<file path="src/rtl/fpmmult_seq.sv">
// Sequencer for an NxN single-precision matrix multiply S = A x B in data memory.
// Walks i/j/k, reads A/B through synchronous read ports, drives an external FMA unit, writes S row-major.
module fpmmult_seq #(
    parameter int N  = 4,
    parameter int AW = 14
) (
    input  logic          clk_i,
    input  logic          rst_i,
    input  logic          start_i,
    input  logic          abort_i,
    input  logic [AW-1:0] a_base_i,
    input  logic [AW-1:0] b_base_i,
    input  logic [AW-1:0] s_base_i,
    output logic          busy_o,
    output logic          done_o,
    output logic          rd_en_o,
    output logic [AW-1:0] rd_a_addr_o,
    output logic [AW-1:0] rd_b_addr_o,
    input  logic [31:0]   rd_a_data_i,
    input  logic [31:0]   rd_b_data_i,
    output logic          fma_valid_o,
    output logic [31:0]   fma_a_o,
    output logic [31:0]   fma_b_o,
    output logic [31:0]   fma_c_o,
    input  logic          fma_out_valid_i,
    input  logic [31:0]   fma_out_i,
    output logic          wr_en_o,
    output logic [AW-1:0] wr_addr_o,
    output logic [31:0]   wr_data_o
);

    localparam int CW = $clog2(N) + 1;
    localparam logic [CW-1:0] LAST = CW'(N - 1);

    typedef enum logic [2:0] {
        S_IDLE  = 3'd0,
        S_READ  = 3'd1,
        S_MAC   = 3'd2,
        S_WAIT  = 3'd3,
        S_WRITE = 3'd4,
        S_DONE  = 3'd5
    } state_t;

    state_t        state_q, state_d;
    logic [CW-1:0] i_q, i_d;
    logic [CW-1:0] j_q, j_d;
    logic [CW-1:0] k_q, k_d;
    logic [31:0]   acc_q, acc_d;
    logic [AW-1:0] a_base_q, a_base_d;
    logic [AW-1:0] b_base_q, b_base_d;
    logic [AW-1:0] s_base_q, s_base_d;

    logic          cancel;
    logic [AW-1:0] n_w, i_w, j_w, k_w;

    // Abort only has meaning while a multiply is in flight.
    assign cancel = abort_i && (state_q != S_IDLE);

    assign n_w = AW'(N);
    assign i_w = AW'(i_q);
    assign j_w = AW'(j_q);
    assign k_w = AW'(k_q);

    // State and datapath registers
    always_ff @(posedge clk_i) begin
        if (rst_i) begin
            state_q  <= S_IDLE;
            i_q      <= '0;
            j_q      <= '0;
            k_q      <= '0;
            acc_q    <= '0;
            a_base_q <= '0;
            b_base_q <= '0;
            s_base_q <= '0;
        end else begin
            state_q  <= state_d;
            i_q      <= i_d;
            j_q      <= j_d;
            k_q      <= k_d;
            acc_q    <= acc_d;
            a_base_q <= a_base_d;
            b_base_q <= b_base_d;
            s_base_q <= s_base_d;
        end
    end

    // Next-state logic
    always_comb begin
        state_d = state_q;
        unique case (state_q)
            S_IDLE:  if (start_i) state_d = S_READ;
            S_READ:  state_d = S_MAC;
            S_MAC:   state_d = S_WAIT;
            S_WAIT: begin
                if (fma_out_valid_i) begin
                    state_d = (k_q == LAST) ? S_WRITE : S_READ;
                end
            end
            S_WRITE: state_d = ((i_q == LAST) && (j_q == LAST)) ? S_DONE : S_READ;
            S_DONE:  state_d = S_IDLE;
            default: state_d = S_IDLE;
        endcase
        if (cancel) begin
            state_d = S_IDLE;
        end
    end

    // Index counters, accumulator and latched base addresses
    always_comb begin
        i_d      = i_q;
        j_d      = j_q;
        k_d      = k_q;
        acc_d    = acc_q;
        a_base_d = a_base_q;
        b_base_d = b_base_q;
        s_base_d = s_base_q;
        if (cancel) begin
            i_d   = '0;
            j_d   = '0;
            k_d   = '0;
            acc_d = '0;
        end else begin
            unique case (state_q)
                S_IDLE: begin
                    if (start_i) begin
                        a_base_d = a_base_i;
                        b_base_d = b_base_i;
                        s_base_d = s_base_i;
                        i_d      = '0;
                        j_d      = '0;
                        k_d      = '0;
                        acc_d    = '0;
                    end
                end
                S_WAIT: begin
                    // A result seen in any other state is stale and dropped.
                    if (fma_out_valid_i) begin
                        acc_d = fma_out_i;
                        if (k_q != LAST) begin
                            k_d = k_q + CW'(1);
                        end
                    end
                end
                S_WRITE: begin
                    acc_d = '0;
                    k_d   = '0;
                    if (j_q == LAST) begin
                        j_d = '0;
                        i_d = (i_q == LAST) ? '0 : i_q + CW'(1);
                    end else begin
                        j_d = j_q + CW'(1);
                    end
                end
                default: ;
            endcase
        end
    end

    // Outputs are zero outside the state that owns them
    always_comb begin
        busy_o      = (state_q != S_IDLE);
        done_o      = 1'b0;
        rd_en_o     = 1'b0;
        rd_a_addr_o = '0;
        rd_b_addr_o = '0;
        fma_valid_o = 1'b0;
        fma_a_o     = '0;
        fma_b_o     = '0;
        fma_c_o     = '0;
        wr_en_o     = 1'b0;
        wr_addr_o   = '0;
        wr_data_o   = '0;
        unique case (state_q)
            S_READ: begin
                rd_en_o     = 1'b1;
                rd_a_addr_o = a_base_q + i_w * n_w + k_w;
                rd_b_addr_o = b_base_q + k_w * n_w + j_w;
            end
            S_MAC: begin
                fma_valid_o = 1'b1;
                fma_a_o     = rd_a_data_i;
                fma_b_o     = rd_b_data_i;
                fma_c_o     = acc_q;
            end
            S_WRITE: begin
                wr_en_o   = 1'b1;
                wr_addr_o = s_base_q + i_w * n_w + j_w;
                wr_data_o = acc_q;
            end
            S_DONE:  done_o = 1'b1;
            default: ;
        endcase
    end

endmodule

</file>
<file path="config.mk">
export PLATFORM = sky130hd
export DESIGN_NAME = fpmmult_seq
export DESIGN_NICKNAME = d
export VERILOG_FILES = /design/src/rtl/fpmmult_seq.sv
export SDC_FILE = /design/constraint.sdc
export NUM_CORES = 1
export LEC_CHECK = 0
export ABC_CLOCK_PERIOD_IN_PS = 7200
export BUFFER_PORTS_ARGS = -buffer_cell sky130_fd_sc_hd__buf_2
export CORE_AREA = 2 2 123 125
export DETAILED_ROUTE_END_ITERATION = 12
export DIE_AREA = 0 0 125 127
export GPL_TIMING_DRIVEN = 0
export PLACE_DENSITY = 0.72
export SLEW_MARGIN = 20
export SYNTH_ARGS = -nofsm -noshare
export SYNTH_HDL_FRONTEND = slang
export SYNTH_SLANG_ARGS = --single-unit
</file>
<file path="constraint.sdc">
create_clock -name clk_i -period 7.2 [get_ports clk_i]
set_clock_uncertainty 0.2 [all_clocks]
set_input_delay 0.72 -clock clk_i [delete_from_list [all_inputs] [get_ports clk_i]]
set_output_delay 0.72 -clock clk_i [all_outputs]
set_load 0.1 [all_outputs]
</file>
### After elaboration in Yosys (flattened, before gate mapping)

Index checks and enable logic that the tools add are counted.

| storage, ports and cells | value |
|---|---|
| register bits after elaboration | 86 |

| operators by class | value |
|---|---|
| add/sub/neg operators | 9 |
| equality and inequality tests | 13 |
| mux-type cells | 28 |
| bitwise logic cells | 1 |
| reductions and logical operators | 13 |

Operator list:

| cell | count |
|---|---|
| two-way mux 32 bit | 6 |
| one-hot mux 32 bit (3 select lines) | 1 |
| adder 14 x 3 -> 14 bit | 3 |
| adder 14 x 5 -> 14 bit | 3 |
| two-way mux 14 bit | 3 |
| two-way mux 3 bit | 10 |
| equality test 3 x 2 -> 1 bit (second input constant) | 5 |
| one-hot mux 3 bit (5 select lines) | 1 |
| one-hot mux 3 bit (2 select lines) | 2 |
| adder 3 x 1 -> 3 bit (second input constant) | 3 |
| one-hot mux 3 bit (3 select lines) | 1 |
| AND reduction 3 bit | 3 |
| inequality test 2 bit (second input constant) | 4 |
| equality test 3 bit (second input constant) | 2 |
| nonzero test 3 bit | 2 |
| two-way mux 1 bit | 4 |
| AND reduction 2 bit | 2 |
| AND reduction 4 bit | 1 |
| equality test 3 x 1 -> 1 bit (second input constant) | 1 |
| zero test 3 bit | 1 |
| inequality test 3 x 2 -> 1 bit (second input constant) | 1 |
| logical AND 1 bit | 2 |
| nonzero test 2 bit | 1 |
| OR reduction 2 bit | 1 |
| inverter 1 bit | 1 |

### Logic depth before layout (Yosys ltp)

Gate-level depths: netlist (run 1).

| logic depth | value |
|---|---|
| word-level depth | 4 |
| gate-level depth with buffers | 8 |

### Least setup slack after synthesis (run 1)

OpenSTA, ideal clock, no wires.

| path | value |
|---|---|
| kind | register to output |
| start point | register j_q[2] |
| end point | output rd_b_addr_o[12] |
| data arrival time | 4778 ps |
| slack | 1502 ps |
| stages on the path, launching flop included | 8 |
| path through | dfxtp_1 -> inv_1 -> fa_1 -> inv_1 -> ha_1 -> a211oi_1 -> o21a_1 -> o41ai_1 |

| on the way | value |
|---|---|
| longest elaborated chain between the ends | 2 |

RTL lines:

| item | RTL line | text |
|---|---|---|
| start, declared | 46 | `logic [CW-1:0] j_q, j_d;` |
| start signal, assigned | 78 | `j_q <= j_d;` |
| adder 14 x 3 -> 14 bit | 177 | `rd_b_addr_o = b_base_q + k_w * n_w + j_w;` |
| two-way mux 14 bit | 173 | `unique case (state_q)` |
| end, declared | 18 | `output logic [AW-1:0] rd_b_addr_o,` |

No other way between the ends.

### Worst setup path after layout (run 1)

| path | value |
|---|---|
| start point | register j_q[2] |
| end point | output rd_b_addr_o[7] |

The elaborated chain is that of the path after synthesis.

==> results of run 1 <==
-- logic make-up (layout without fill, tap and decap cells) --
family / count (synthesis) / count (layout) / share of synthesized area, %
buffers and inverters: 78 / 410 / 5.65
AOI/OAI and AO/OA: 173 / 173 / 19.6
muxes: 9 / 9 / 1.59
other: 0 / 1 / 0
DFF: 86 / 86 / 30.4
and+or+nand+nor: 366 / 366 / 33.8
adders and majority gates: 37 / 37 / 8.96
-- synthesized netlist by cell type (all sizes together), types with 9 or more instances --
master	instances	area (µm²)
a22oi	34	255
mux2i	9	90.1
dfxtp	86	1720
inv	25	93.8
a21oi	64	320
o21ai	24	120
clkbuf	33	125
nor2	56	210
and2	134	838
buf	20	101
nand2	109	409
ha	31	388
-- routing by layer --
metal	vias up	part of all wire (%)
li1	3219	-
met2	234	47
met5	-	0.15
met1	2894	43
met3	27	7.3
met4	4	2.0
-- sequential cells by signal, summed over array words and instances, names as in the netlist --
signal and count:
i_q 3, k_q 3, acc_q 32, s_base_q 14, b_base_q 14, state_q 3
a_base_q 14, j_q 3
-- report_power, final --
part	switching, mW	leakage, nW	total, mW	internal [mW]
clock network	0.199	0.129	0.444	0.245
logic	0.507	3.04	0.644	0.137
registers	0.0260	0.699	0.531	0.505
-- layout by cell type (no fill, tap or decap), types with 7 or more instances in the layout --
master,count
mux2i_1,9
o21a_1,7
o21ai_0,23
nand2_1,109
clkbuf_16,9
nor3_1,7
clkbuf_1,34
ha_1,31
a22oi_1,34
nor2b_1,8
a21oi_1,64
and2_1,134
nand2b_1,8
inv_1,23
dfxtp_1,86
buf_2,334
nor2_1,56
-- worst reg2reg max path, stage by stage, from the launching register on --
cell and delay, ps:
dfxtp_1 350, buf_2 210, and4b_1 210, clkbuf_1 210, nor3_2 350, buf_2 320, a22oi_1 110, nor2_1 110
-- final timing paths --
check	from	endpoint	slack, ps	depth (start not counted)
worst min-delay path	a_base_q[3]	a_base_q[3]	260	2
worst max-delay path	j_q[2]	rd_b_addr_o[7]	2960	9
worst max register to register	state_q[2]	acc_q[12]	5070	7
worst min register to register	a_base_q[3]	a_base_q[3]	260	2
-- area by class of cell --
type / count / area [µm²]
antenna: 1 / 2.50
clock inverter: 4 / 32.5
fill: 1422 / 6660
buffer: 53 / 226
clock buffer: 12 / 246
sequential: 86 / 1720
multi-input combinational: 585 / 3630
timing repair buffer: 316 / 1580
tap: 184 / 230
inverter: 25 / 93.8
-- stage by stage --
step | worst slack (ps) | util (%) | instance area (µm²) | hold WS (ps) | cells
after global routing | 2680 | 53.8 | 7760 | 275 | 1265
after detailed placement | 3340 | 51.9 | 7480 | 251 | 1249
final | 2960 | 53.8 | 7760 | 261 | 1266
after CTS | 2960 | 53.8 | 7760 | 262 | 1265
after floorplan | 1500 | - | 5670 | 236 | 749
after global placement | 3360 | 51.9 | 7480 | 245 | 1249
==> out/results.ini, run 1 <==
[clock_tree]
postCtsResizedCells = 0
cts_tree = built
postCtsSetupBuffers = 0
cts_buffers = 9
clk_path_buf_depth = 2
cts_hold_buf = 0
clkTransAtPathRegs_ps = 60
cts_root_buf = clkbuf_16
clk_latency_ps = 340
cts.sinks = 86
htreeDepth = 3

[critical_path]
crit_arrival_ps = 3320
cp.required_ps = 6280
cp_max_fo = 7
path_class = flip-flop to output pin
critPathCaptureType = output pin
slowest_stage = o31ai_1
crit_family = compound AO/OA/AOI/OAI gates
worstSetupStartpointType = flip-flop
crit_path_max_incr_delay_ps = 720
crit_path_frequent_cell = inv_1
crit_chain = inv_1, fa_1, inv_1, ha_1, nor2b_1, o31ai_1, a21boi_0, mux2i_1, buf_2
path_buf_inv = 3

[timing]
totalNegativeSetupSlack_ps = 0
fmax_mhz = 236
period_minus_slack_ps = 4240
setup_violations = 0
final_hold_viol_count = 0
final.period_utilization_pct = 58.8
slew_headroom_pct = 40.9
rsz0062_at_grt = false
tightest_slew_ps = 878
maxSlewViolCount = 0

[global_routing]
first_global_vias = 5904
busiest_layer = met2
grt_pass1_wl_mm = 31.4
grt_usage_pct = 24.5
met1_usage_pct = 31.6
grt_antenna_before_repair = 3
grt_max_degree = 15
grt_overflow = 0
use_met3_pct = 6.49
gr-usage-met2_pct = 41.0

[synth]
yosys_warnings = 0
syn_nets = 929
async_reset_ff_share_pct = 0
synth_cell_types = 52
synth_edf_count = 0
synthCells = 749
netlist_area_um2 = 5670
synth-seq-cells = 86
syn_avg_cell_area_um2 = 7.57
ys_seq_area_share_pct = 30.4
synth_ff_type = dfxtp_1

[finish]
drive_gt1_share_pct = 32.7
fin_nets = 1256
syn_to_final_growth_pct = 36.9

[status]
status = finished, final reports clean

[job]
drv_cap = 0

[detailed_routing]
first_pass_iters = 5
drc = 0
routed-via-count = 6378
via_per_inst = 5.04
ant_nets = 0
wl_mm = 20.4
drtIter0Drc = 423
routedWlPerCell_um = 16.1

[die]
dieArea_um2 = 15900
num_rows = 44
io_pins = 318
fp.dieW_um = 125
start_util_pct = 39.3
design.core.area_um2 = 14400
die_h_um = 127

[placed_design]
gp_congestion = 0.869
port_buffers = 316
dpl.hpwl_mm = 16.3

[power_and_ir_drop]
ir_drop_v = 0.000163
totalPowerFinal_mw = 1.62
power_density_nw_per_um2 = 209
p_leak_nw = 3.87

[worst_hold_path]
hp-class = flip-flop to flip-flop

Power figures use the tool's default switching activity.
==> run 2: changes to the inputs <==
Settings changed: ABC_CLOCK_PERIOD_IN_PS 7200 to 4450.
Clock period 7.2 ns to 4.45 ns, I/O delays scaled along.
==> run 2 against run 1 <==
  * Global-route usage shrank 0.54 points
  * Non-clock buffer count did not move
  * Hold slack got worse by 130 ps
  * Worst setup slack got worse by 2600 ps
  * Final area increased by 0.37%
  * Clock power is 74% higher
  * Die area did not move
  * Critical endpoint is now rd_a_addr_o[7]
  * Largest power group unchanged
  * Highest routed layer is now met4
==> out/results.ini, run 2 (synthesis results as in run 1) <==
[finish]
nFillCells = 1429  ; +0.49%
layout_common_cells = 334 x buf_2, 134 x and2_1, 109 x nand2_1
drive_gt1_share_pct = 33.0  ; +0.28 points
fin_nets = 1256  ; unchanged
syn_to_final_growth_pct = 37.4
final_core_util_pct = 54.0  ; +0.20 points
largest_reg_flops = 32  ; unchanged
top_register = acc_q
layout_commonest_cell = buf_2

[critical_path]
cp.required_ps = 3810  ; -2470 ps
path_class = flip-flop to output pin
worstSetupStartpointType = flip-flop
critPathCaptureType = output pin
cp_max_fo = 7  ; unchanged
crit_arrival_ps = 3390  ; +70 ps

[die]
design.core.area_um2 = 14400  ; unchanged
fp.dieW_um = 125  ; unchanged
start_util_pct = 39.3  ; unchanged
num_rows = 44  ; unchanged
dieArea_um2 = 15900  ; unchanged
die_h_um = 127  ; unchanged
io_pins = 318  ; unchanged

[timing]
final.period_utilization_pct = 90.8
fmax_mhz = 248
rsz0062_at_grt = false
tightest_slew_ps = 924  ; +45.6 ps
maxSlewViolCount = 0  ; unchanged
period_minus_slack_ps = 4040
setup_violations = 0  ; unchanged
slew_headroom_pct = 37.9  ; -3.1 points
final_hold_viol_count = 0  ; unchanged
hold_ws_ps = 128  ; -133 ps

[worst_hold_path]
hp-class = input pin to flip-flop

[detailed_routing]
wl_mm = 20.1  ; -1.9%
routedWlPerCell_um = 15.8  ; -1.9%
ant_nets = 0  ; unchanged
via_per_inst = 5.07  ; +0.60%
drc = 0  ; unchanged
drtIter0Drc = 366  ; -13%
routed-via-count = 6416  ; +0.60%
first_pass_iters = 5  ; unchanged

[power_and_ir_drop]
power_density_nw_per_um2 = 343  ; +64%
p_leak_nw = 3.88  ; +0.48%
ir_drop_v = 0.000204  ; +25%

[global_routing]
grt_pass1_wl_mm = 30.8  ; -1.8%
grt_max_degree = 16  ; +1
grt_antenna_before_repair = 1  ; -2
grt_overflow = 0  ; unchanged
first_global_vias = 5892  ; -0.20%
grt_usage_pct = 24.0  ; -0.54 points

[clock_tree]
cts_tree = built
clk_latency_ps = 350  ; about the same
postCtsResizedCells = 0  ; unchanged
htreeDepth = 3  ; unchanged
cts_buffers = 9  ; unchanged
clk_path_buf_depth = 2  ; unchanged
cts_root_buf = clkbuf_16
cts_hold_buf = 0  ; unchanged
cts.sinks = 86  ; unchanged
clkTransAtPathRegs_ps = 60  ; about the same
postCtsSetupBuffers = 0  ; unchanged

[job]
drv_cap = 0  ; unchanged

[placed_design]
port_buffers = 316  ; unchanged
gp_congestion = 0.859  ; -1.1%
dpl.hpwl_mm = 16.0  ; -2.0%

[status]
status = finished, final reports clean

## run 2: path summary, 6_finish.rpt
path | slack (ps) | end | start | cells after the start
worst min register to register | 260 | s_base_q[0] | s_base_q[0] | 2
worst min-delay path | 130 | a_base_q[11] | a_base_i[11] | 3
worst max register to register | 2360 | a_base_q[4] | state_q[1] | 6
worst max-delay path | 410 | rd_a_addr_o[7] | k_q[2] | 9
## run 2: critical path, stage by stage (launching register included)
cell and delay (ps):
dfxtp_1 400, inv_1 110, fa_1 400, inv_1 70
ha_1 250, nor2b_1 170, o31ai_1 750, a21boi_0 270
mux2i_1 190, buf_2 440
## run 2: layout make-up
| cell class | count | area (µm²) | share of cell area, % |
|---|---|---|---|
| multi-input cells | 585 | 3630 | 46.6 |
| flip-flops and latches | 86 | 1720 | 22.1 |
| repair buffers | 316 | 1580 | 20.3 |
| well taps | 184 | 230 | 2.96 |
| plain buffers | 53 | 226 | 2.91 |
| clock buffers | 9 | 225 | 2.89 |
| inverters | 25 | 93.8 | 1.20 |
| clock inverters | 7 | 75.1 | 0.964 |
| diodes | 1 | 2.50 | 0.0321 |
## run 2: metrics by stage
stage | setup TNS, ps | worst slack [ps] | power (mW) | instance area [µm²] | instances
6_report | 0 | 410 | 2.67 | 7790 | 1266
5_1_grt | 0 | 195 | 2.79 | 7790 | 1265
4_1_cts | 0 | 437 | 2.68 | 7790 | 1265
3_5_place_dp | 0 | 864 | 1.91 | 7490 | 1249
3_3_place_gp | 0 | 869 | 1.90 | 7490 | 1249
2_1_floorplan | -1420 | -710 | 1.67 | 5680 | 749
## run 2: report_power, final
group	total, mW	leakage [nW]	switching [mW]	internal (mW)
Clock	0.772	0.138	0.336	0.436
Combinational	1.04	3.05	0.820	0.222
Sequential	0.858	0.699	0.0415	0.816
## run 2: per-layer routing
metal,vias to the layer above,GRT usage [%],part of all wire [%]
met2,258,40.6,48
met4,0,6.41,1.4
met5,-,0,0
met3,18,5.36,7.1
li1,3216,-,-
met1,2924,31.1,43
==> run 3: changes to the inputs <==
Settings changed: GPL_TIMING_DRIVEN 0 to default, MAX_ROUTING_LAYER from default to met4, SETUP_SLACK_MARGIN from default to 0.3.
==> run 3 against run 2 <==
  * Via count fell by 3.9%
  * Fmax rose by 3.4%
  * Final area fell by 1.3%
  * First-iteration DRC count rose by 3.0%
  * Register-to-register slack got worse by 1100 ps
  * Critical endpoint is now wr_addr_o[7]
  * Largest cell class unchanged
==> out/results.ini, run 3 (synthesis results as in run 1) <==
[detailed_routing]
wl_mm = 20.0  ; -0.13%
routedWlPerCell_um = 16.4  ; +3.2%
drtIter0Drc = 377  ; +3.0%
routed-via-count = 6165  ; -3.9%
ant_nets = 0  ; unchanged
drc = 0  ; unchanged
via_per_inst = 5.03  ; -0.70%
first_pass_iters = 5  ; unchanged

[finish]
syn_to_final_growth_pct = 35.7
top_register = acc_q
instances_no_fill = 1225  ; -3.2%
drive_gt1_share_pct = 34.3  ; +1.2 points
fin_nets = 1211  ; -3.6%
nFillCells = 1446  ; +1.2%
layout_commonest_cell = buf_2
design_area_um2 = 7690  ; -1.3%
largest_reg_flops = 32  ; unchanged
layout_common_cells = 317 x buf_2, 134 x and2_1, 109 x nand2_1

[critical_path]
path_buf_inv = 2  ; -1
slowest_stage = fa_1
crit_family = adder cells
crit_arrival_ps = 3260  ; -130 ps
crit_path_max_incr_delay_ps = 540  ; -210 ps
cp.required_ps = 3810  ; about the same
path_class = flip-flop to output pin
worstSetupStartpointType = flip-flop
crit_chain = inv_1, fa_1, fa_1, nor2b_1, o31ai_2, a21boi_0, mux2i_2, buf_2
cp_max_fo = 7  ; unchanged
crit_path_frequent_cell = fa_1
critPathCaptureType = output pin

[global_routing]
first_global_vias = 5662  ; -3.9%
grt_antenna_before_repair = 5  ; +4
grt_pass1_wl_mm = 30.3  ; -1.8%
grt_overflow = 0  ; unchanged
grt_usage_pct = 24.6  ; +0.58 points
grt_max_degree = 98  ; +82

[clock_tree]
clkTransAtPathRegs_ps = 70  ; about the same
cts_buffers = 9  ; unchanged
cts.sinks = 86  ; unchanged
htreeDepth = 3  ; unchanged
cts_root_buf = clkbuf_16
cts_tree = built
postCtsResizedCells = 0  ; unchanged
clk_latency_ps = 340  ; about the same
cts_hold_buf = 0  ; unchanged
postCtsSetupBuffers = 0  ; unchanged
clk_path_buf_depth = 2  ; unchanged

[status]
status = finished, final reports clean

[timing]
period_minus_slack_ps = 3910  ; -131 ps
final.period_utilization_pct = 87.8  ; -2.9 points
fmax_mhz = 256  ; +3.4%
setup_violations = 0  ; unchanged
tightest_slew_ps = 876  ; -48.0 ps
rsz0062_at_grt = false
maxSlewViolCount = 0  ; unchanged
final_hold_viol_count = 0  ; unchanged
slew_headroom_pct = 41.4  ; +3.6 points
fin_ws_ps = 541  ; +131 ps

[placed_design]
dpl.hpwl_mm = 15.1  ; -5.7%
dpl_worst_slack_ps = 844  ; -19.5 ps
gp_congestion = 0.855  ; -0.45%
port_buffers = 317  ; +0.32%
placed_area_um2 = 7360  ; -1.7%
place_inst = 1204  ; -3.6%

[worst_hold_path]
hp-class = input pin to flip-flop

[power_and_ir_drop]
p_leak_nw = 3.80  ; -2.1%
power_density_nw_per_um2 = 343  ; +0.16%
ir_drop_v = 0.000216  ; +5.8%
totalPowerFinal_mw = 2.64  ; -1.1%

[die]
fp.dieW_um = 125  ; unchanged
start_util_pct = 39.3  ; unchanged
dieArea_um2 = 15900  ; unchanged
design.core.area_um2 = 14400  ; unchanged
num_rows = 44  ; unchanged
io_pins = 318  ; unchanged
die_h_um = 127  ; unchanged

[job]
drv_cap = 0  ; unchanged

## run 3: cell types whose count changed in the layout (fill, tap and decap cells not counted), sizes merged
cell and delta:
clkinv +1, diode +4, clkinvlp -2, buf -12, clkbuf -32
## run 3: through the flow
step / hold WS, ps / utilization, % / setup TNS [ps]
after CTS: 123 / 53.1 / 0
final: 132 / 53.3 / 0
after global routing: 137 / 53.3 / 0
after detailed placement: 254 / 51.0 / 0
after global placement: 245 / 51.0 / 0
after floorplan: 236 / - / -1420
## run 3: cell type report
| cell class | count | area [µm²] | share of cell area, % |
|---|---|---|---|
| Antenna cell | 5 | 12.5 | 0.163 |
| Clock buffer | 10 | 239 | 3.11 |
| Clock inverter | 6 | 61.3 | 0.797 |
| Inverter | 25 | 93.8 | 1.22 |
| Multi-Input combinational cell | 585 | 3690 | 48.0 |
| Sequential cell | 86 | 1720 | 22.4 |
| Tap cell | 184 | 230 | 2.99 |
| Timing Repair Buffer | 324 | 1640 | 21.3 |
## run 3: power by group
part | internal [mW] | switching, mW
Combinational | 0.205 | 0.793
Sequential | 0.817 | 0.0565
Clock | 0.448 | 0.321
Total | 1.47 | 1.17
## run 3: per-layer routing
| layer | global-route usage [%] | wire length [µm] | vias up |
|---|---|---|---|
| li1 | - | - | 3133 |
| met4 | 5.56 | 167 | 0 |
| met2 | 37.3 | 9130 | 229 |
| met1 | 32.2 | 8980 | 2793 |
| met3 | 7.79 | 1760 | 10 |
| met5 | - | 0 | - |
## run 3: tightest hold or removal path: stages
cell and delay, ps:
buf_2 90, nand2_1 40, a21oi_1 50
## run 3: path summary, 6_finish.rpt
path / from / end / slack (ps) / cells past startpoint
hold reg to reg: s_base_q[2] / s_base_q[2] / 260 / 2
hold / removal: s_base_i[1] / s_base_q[1] / 130 / 3
setup reg to reg: state_q[0] / acc_q[2] / 1220 / 6
setup / recovery: i_q[0] / wr_addr_o[7] / 540 / 8
